## config.mk

```make
export PLATFORM = sky130hd
export DESIGN_NAME = ifid_hazard_ctrl
export DESIGN_NICKNAME = d
export VERILOG_FILES = /design/src/rtl/ifid_hazard_ctrl.sv
export SDC_FILE = /design/constraint.sdc
export NUM_CORES = 1
export LEC_CHECK = 0
export BUFFER_PORTS_ARGS = -buffer_cell sky130_fd_sc_hd__buf_2
export CELL_PAD_IN_SITES_DETAIL_PLACEMENT = 0
export CELL_PAD_IN_SITES_GLOBAL_PLACEMENT = 2
export CORE_MARGIN = 8
export CORE_UTILIZATION = 27
export CTS_CLUSTER_SIZE = 12
export DETAILED_ROUTE_END_ITERATION = 12
export PLACE_DENSITY = 0.74
export SYNTH_ARGS = -nofsm -noshare
export SYNTH_HDL_FRONTEND = slang
export SYNTH_SLANG_ARGS = --single-unit
```

## constraint.sdc

```tcl
create_clock -name clk -period 1.8 [get_ports clk]
set_input_delay 0.18 -clock clk [delete_from_list [all_inputs] [get_ports clk]]
set_output_delay 0.18 -clock clk [all_outputs]
set_load 0.05 [all_outputs]
```

## src/rtl/ifid_hazard_ctrl.sv

```systemverilog
// IF/ID and PC pipeline control: sequences branch flushes, imem wait states and load-use stalls.
// Define HAZARD_PERF_CNT_EN to add wrapping hazard event counters.
module ifid_hazard_ctrl #(
  parameter int unsigned FLUSH_CYCLES = 1,
  parameter int unsigned IMEM_TIMEOUT = 64
) (
  input  logic        clk,
  input  logic        rst_n,
  input  logic        imem_ready,
  input  logic        id_valid,
  input  logic [4:0]  id_rs1,
  input  logic [4:0]  id_rs2,
  input  logic        id_uses_rs2,
  input  logic        ex_valid,
  input  logic        ex_memread,
  input  logic [4:0]  ex_rd,
  input  logic        branch_taken,
  output logic        pc_we,
  output logic        pc_sel,
  output logic        ifid_we,
  output logic        ifid_flush,
  output logic        idex_bubble,
  output logic        fetch_timeout,
  output logic [1:0]  ctrl_state
`ifdef HAZARD_PERF_CNT_EN
  ,
  output logic [31:0] perf_lu_stalls,
  output logic [31:0] perf_flushes,
  output logic [31:0] perf_imem_waits
`endif
);

  typedef enum logic [1:0] {
    ST_RUN       = 2'd0,
    ST_LU_STALL  = 2'd1,
    ST_FLUSH     = 2'd2,
    ST_IMEM_WAIT = 2'd3
  } state_e;

  // A single-cycle flush needs no FLUSH state: the branch cycle itself flushes IF/ID.
  localparam state_e     BR_STATE     = state_e'((FLUSH_CYCLES > 1) ? 2'd2 : 2'd0);
  localparam logic [2:0] BR_FLUSH_CNT = 3'(FLUSH_CYCLES - 1);
  localparam logic [7:0] TIMEOUT_CNT  = 8'(IMEM_TIMEOUT);

  state_e     state_r;
  state_e     state_nxt_s;
  logic [2:0] flush_cnt_r;
  logic [2:0] flush_cnt_nxt_s;
  logic [7:0] wait_cnt_r;
  logic [7:0] wait_cnt_nxt_s;
  logic       fetch_timeout_r;
  logic       timeout_nxt_s;

  logic       br_s;
  logic       lu_s;
  logic       lu_bubble_s;
  logic       pc_we_s;
  logic       pc_sel_s;
  logic       ifid_we_s;
  logic       ifid_flush_s;
  logic       idex_bubble_s;

  assign br_s = branch_taken & ex_valid;
  assign lu_s = id_valid & ex_valid & ex_memread & (ex_rd != 5'd0) &
                ((ex_rd == id_rs1) | (id_uses_rs2 & (ex_rd == id_rs2)));

  // Next-state, counter and pipeline-control decode; branch overrides every state.
  always_comb begin
    pc_we_s         = 1'b0;
    pc_sel_s        = 1'b0;
    ifid_we_s       = 1'b0;
    ifid_flush_s    = 1'b0;
    idex_bubble_s   = 1'b0;
    lu_bubble_s     = 1'b0;
    state_nxt_s     = state_r;
    flush_cnt_nxt_s = flush_cnt_r;
    wait_cnt_nxt_s  = wait_cnt_r;
    if (br_s) begin
      pc_we_s         = 1'b1;
      pc_sel_s        = 1'b1;
      ifid_flush_s    = 1'b1;
      idex_bubble_s   = 1'b1;
      state_nxt_s     = BR_STATE;
      flush_cnt_nxt_s = BR_FLUSH_CNT;
      wait_cnt_nxt_s  = 8'd0;
    end else begin
      case (state_r)
        ST_RUN, ST_LU_STALL: begin
          if (!imem_ready) begin
            ifid_flush_s   = 1'b1;
            state_nxt_s    = ST_IMEM_WAIT;
            wait_cnt_nxt_s = 8'd1;
          end else if ((state_r == ST_RUN) && lu_s) begin
            idex_bubble_s = 1'b1;
            lu_bubble_s   = 1'b1;
            state_nxt_s   = ST_LU_STALL;
          end else begin
            pc_we_s     = 1'b1;
            ifid_we_s   = 1'b1;
            state_nxt_s = ST_RUN;
          end
        end
        ST_FLUSH: begin
          ifid_flush_s = 1'b1;
          pc_we_s      = imem_ready;
          if (imem_ready) begin
            if (flush_cnt_r <= 3'd1) begin
              flush_cnt_nxt_s = 3'd0;
              state_nxt_s     = ST_RUN;
            end else begin
              flush_cnt_nxt_s = flush_cnt_r - 3'd1;
            end
          end else begin
            flush_cnt_nxt_s = flush_cnt_r;
          end
        end
        ST_IMEM_WAIT: begin
          if (!imem_ready) begin
            ifid_flush_s = 1'b1;
            if (wait_cnt_r != 8'hFF) begin
              wait_cnt_nxt_s = wait_cnt_r + 8'd1;
            end else begin
              wait_cnt_nxt_s = wait_cnt_r;
            end
          end else begin
            // ID holds a NOP here, so a load-use match is meaningless this cycle.
            pc_we_s        = 1'b1;
            ifid_we_s      = 1'b1;
            wait_cnt_nxt_s = 8'd0;
            state_nxt_s    = ST_RUN;
          end
        end
        default: begin
          ifid_flush_s    = 1'b1;
          idex_bubble_s   = 1'b1;
          state_nxt_s     = ST_RUN;
          flush_cnt_nxt_s = 3'd0;
          wait_cnt_nxt_s  = 8'd0;
        end
      endcase
    end
    // Wait count only reaches values >= 2 by incrementing inside IMEM_WAIT.
    timeout_nxt_s = fetch_timeout_r | (wait_cnt_nxt_s == TIMEOUT_CNT);
  end

  // FSM state, flush/wait counters and sticky timeout flag.
  always_ff @(posedge clk or negedge rst_n) begin
    if (!rst_n) begin
      state_r         <= ST_RUN;
      flush_cnt_r     <= 3'd0;
      wait_cnt_r      <= 8'd0;
      fetch_timeout_r <= 1'b0;
    end else begin
      state_r         <= state_nxt_s;
      flush_cnt_r     <= flush_cnt_nxt_s;
      wait_cnt_r      <= wait_cnt_nxt_s;
      fetch_timeout_r <= timeout_nxt_s;
    end
  end

  assign pc_we         = rst_n & pc_we_s;
  assign pc_sel        = rst_n & pc_sel_s;
  assign ifid_we       = rst_n & ifid_we_s;
  assign ifid_flush    = ~rst_n | ifid_flush_s;
  assign idex_bubble   = ~rst_n | idex_bubble_s;
  assign fetch_timeout = fetch_timeout_r;
  assign ctrl_state    = state_r;

`ifdef HAZARD_PERF_CNT_EN
  logic [31:0] perf_lu_r;
  logic [31:0] perf_br_r;
  logic [31:0] perf_wait_r;

  // Wrapping event counters for load-use bubbles, branches and imem wait cycles.
  always_ff @(posedge clk or negedge rst_n) begin
    if (!rst_n) begin
      perf_lu_r   <= 32'd0;
      perf_br_r   <= 32'd0;
      perf_wait_r <= 32'd0;
    end else begin
      perf_lu_r   <= perf_lu_r + {31'd0, lu_bubble_s};
      perf_br_r   <= perf_br_r + {31'd0, br_s};
      perf_wait_r <= perf_wait_r + {31'd0, (state_r == ST_IMEM_WAIT)};
    end
  end

  assign perf_lu_stalls  = perf_lu_r;
  assign perf_flushes    = perf_br_r;
  assign perf_imem_waits = perf_wait_r;
`endif

endmodule

```

==> out/metrics.cfg <==
[outcome]
violations=negative setup slack
status=finished with violations

[sta]
fin_ws_ps=-10.4
max_clock_freq_mhz=552
drv_slew=0
hold_viol=0
min_period_ps=1810
rsz0062_at_grt=true
slew_headroom=0.709
finalSetupViolCount=1
fin_worst_skew_ps=7.30
worst_pin_slew_ps=432
fin_crit_sh=1.01

[synth]
yosysSeqAreaShare=0.335
yosys.area_share.simple=0.240
synthXorXnorAreaFrac=0.0838
netlist_instances=116
synth_cell_types=41
ys_top_cells_by_count=14 x dfrtp_1, 10 x nand2_1, 10 x xnor2_1, 8 x nand3_1, 7 x o21ai_0
muxShareOfSynthArea=0.0287
synth_edf_count=0
synth-compound-area-share=0.248
synth_top_family_by_area=compound AO/OA/AOI/OAI gates
synthFlopType=dfrtp_1
synth_top_area_frac=0.335
synth_top_cell_by_area=dfrtp_1
netlist_area_sq_mm=0.00104
synth-adder-area-share=0.0359
ys_ff_latch=14
syn_nets=142
async_flop_share=1.00
yosysMostFrequentCell=dfrtp_1
synthTopCellsByArea=dfrtp_1 34%, xnor2_1 8.4%, nand3_1 3.8%
synth.yosys.warnings=0
syn_area_per_cell_sq_um=9.01

[cells_and_area]
fin_nets=198
antenna_cells=0
drive_gt1_frac=0.515
final_util=0.449
regArea_sq_um=357
fin_cells=219
fill_cells=368
area_growth_pct=58.4
multi_input_area_sq_um=815

[floorplanning]
die_h_microns=78.2
row_count=22
start_util=0.283
dieArea_sq_mm=0.00612
dieWidth_microns=78.2
core_area_sq_mm=0.00369
ios=31

[global_routing]
grt_pass1_wl_microns=5240
grt_pass1_vias=1172
overflow=0
grt_max_degree=12
gr-usage-all-layers=0.105
antenna_found_initial=0

[route]
drcViolationCount=0
dr.pass1.iters=4
vias_per_cell=5.21
first_iter_violations=48
drtAntennaViolNets=0
routed_wl_microns=3300
via_count=1140
post_drt_wl_per_cell_microns=15.1

[pwr]
p_leak_uw=0.000670
ir_drop_v=0.000211
p_per_area_mw_per_mm2=575

[critical_path]
reg2reg_from=wait_cnt_r[1]$_DFF_PN0_
reg2reg_slack_ps=-10
critPathCaptureType=flop
slowest_delay_ps=510
cp_cell_sequence=ha_4 -> or4_4 -> o311ai_2 -> o21bai_1 -> o41ai_2
r2r_end=fetch_timeout$_DFF_PN0_
cp.arrival_ps=1960
critPathLaunchType=flop
path_class=flop to flop
crit_fanout=2
worstPathRequired_ps=1950
r2r_cells=5
slowest_stage=or4_4

[clock_tree]
cts_tree=done
cts_max_level=1
clockBufferDepth=2
cts_root_buffer=clkbuf_8
cts_buffers=3
clock_sinks=14
clk_latency_ps=260
cts.clk_slew.worst_paths_ps=70

[place]
gp_congestion=0.789
io_buffers=30
placed_cells=208
place_hpwl_microns=2550

[flow_run]
max_cap_viol_count=0

[min_path]
hold_path.class=input port to async pin

-- metrics by stage --
step	power, uW	cell area [sq um]	hold WS, ps	setup TNS, ps	setup slack [ps]
after floorplan	470	1080	-116	-452	-255
after detailed placement	578	1400	55.6	-47.1	-47.1
final	952	1660	305	-10.4	-10.4
after global routing	1000	1660	324	-67.6	-67.6
after CTS	923	1530	316	-28.1	-21.2
after global placement	575	1400	53.1	0	27.8
-- flip-flops by register name, indices dropped and copies added (netlist names) --
signal	flops
fetch_timeout	1
wait_cnt_r	8
flush_cnt_r	3
ctrl_state	2
-- how the worst max path moves through the flow --
stage | from | end | slack (ps) | cells after the start
2_1_floorplan | ctrl_state[0]$_DFFE_PN0P_ | ifid_we | -250 | 3
3_3_place_gp | ex_rd[2] | pc_we | 30 | 7
3_5_place_dp | ctrl_state[1]$_DFFE_PN0P_ | fetch_timeout$_DFF_PN0_ | -50 | 5
4_1_cts | ctrl_state[1]$_DFFE_PN0P_ | fetch_timeout$_DFF_PN0_ | -20 | 5
5_1_grt | wait_cnt_r[1]$_DFF_PN0_ | fetch_timeout$_DFF_PN0_ | -70 | 6
6_report | wait_cnt_r[1]$_DFF_PN0_ | fetch_timeout$_DFF_PN0_ | -10 | 5
-- kinds of logic after synthesis --
family	after synthesis
buffers and inverters	7
xor gates and xnor gates	10
and+or+nand+nor	46
muxes	3
adders and majority gates	3
AOI/OAI and AO/OA	33
DFF	14
-- worst max-delay path, delay by kind of cell (launching register included) --
family                     cells  cell delay, ps
AOI/OAI and AO/OA              3             540
adders and majority gates      1             250
DFF                            1             410
and+or+nand+nor                1             510
-- what timing repair did --
item	in CTS	in global routing
setup buffers	6	0
endpoints found under the setup margin	3	4
endpoints found under the hold margin	7	0
cloned	0	0
pin swaps	5	5
hold buffers	1	0
resized for setup	9	26
-- layout make-up --
cell class	count	area share
clock buffer	4	0.0333
inverter	4	0.00907
multi-input combinational	95	0.492
sequential	14	0.215
tap	48	0.0363
timing repair buffer	54	0.214
-- power breakdown --
| group | internal [uW] | switching (uW) |
|---|---|---|
| Sequential | 325 | 15.1 |
| Combinational | 131 | 150 |
| Clock | 194 | 136 |
-- metal layers --
| layer | track usage | vias up | share of wire |
|---|---|---|---|
| met5 | 0 | - | 0 |
| met4 | 0.0352 | 0 | 0.012 |
| met3 | 0.0308 | 6 | 0.044 |
| met2 | 0.191 | 34 | 0.54 |
| met1 | 0.112 | 552 | 0.41 |
| li1 | - | 548 | - |
-- cell usage in the layout, fill, tap and decap left out, types with 4 or more instances in the layout --
master and count:
inv_1 4, buf_2 26, nor2_1 4, buf_4 23, dfrtp_1 11, nand3_1 6, nand4_1 4, clkbuf_8 4
xnor2_1 10, nand2_1 9, o21ai_0 7
Power figures use the tool's default switching activity.
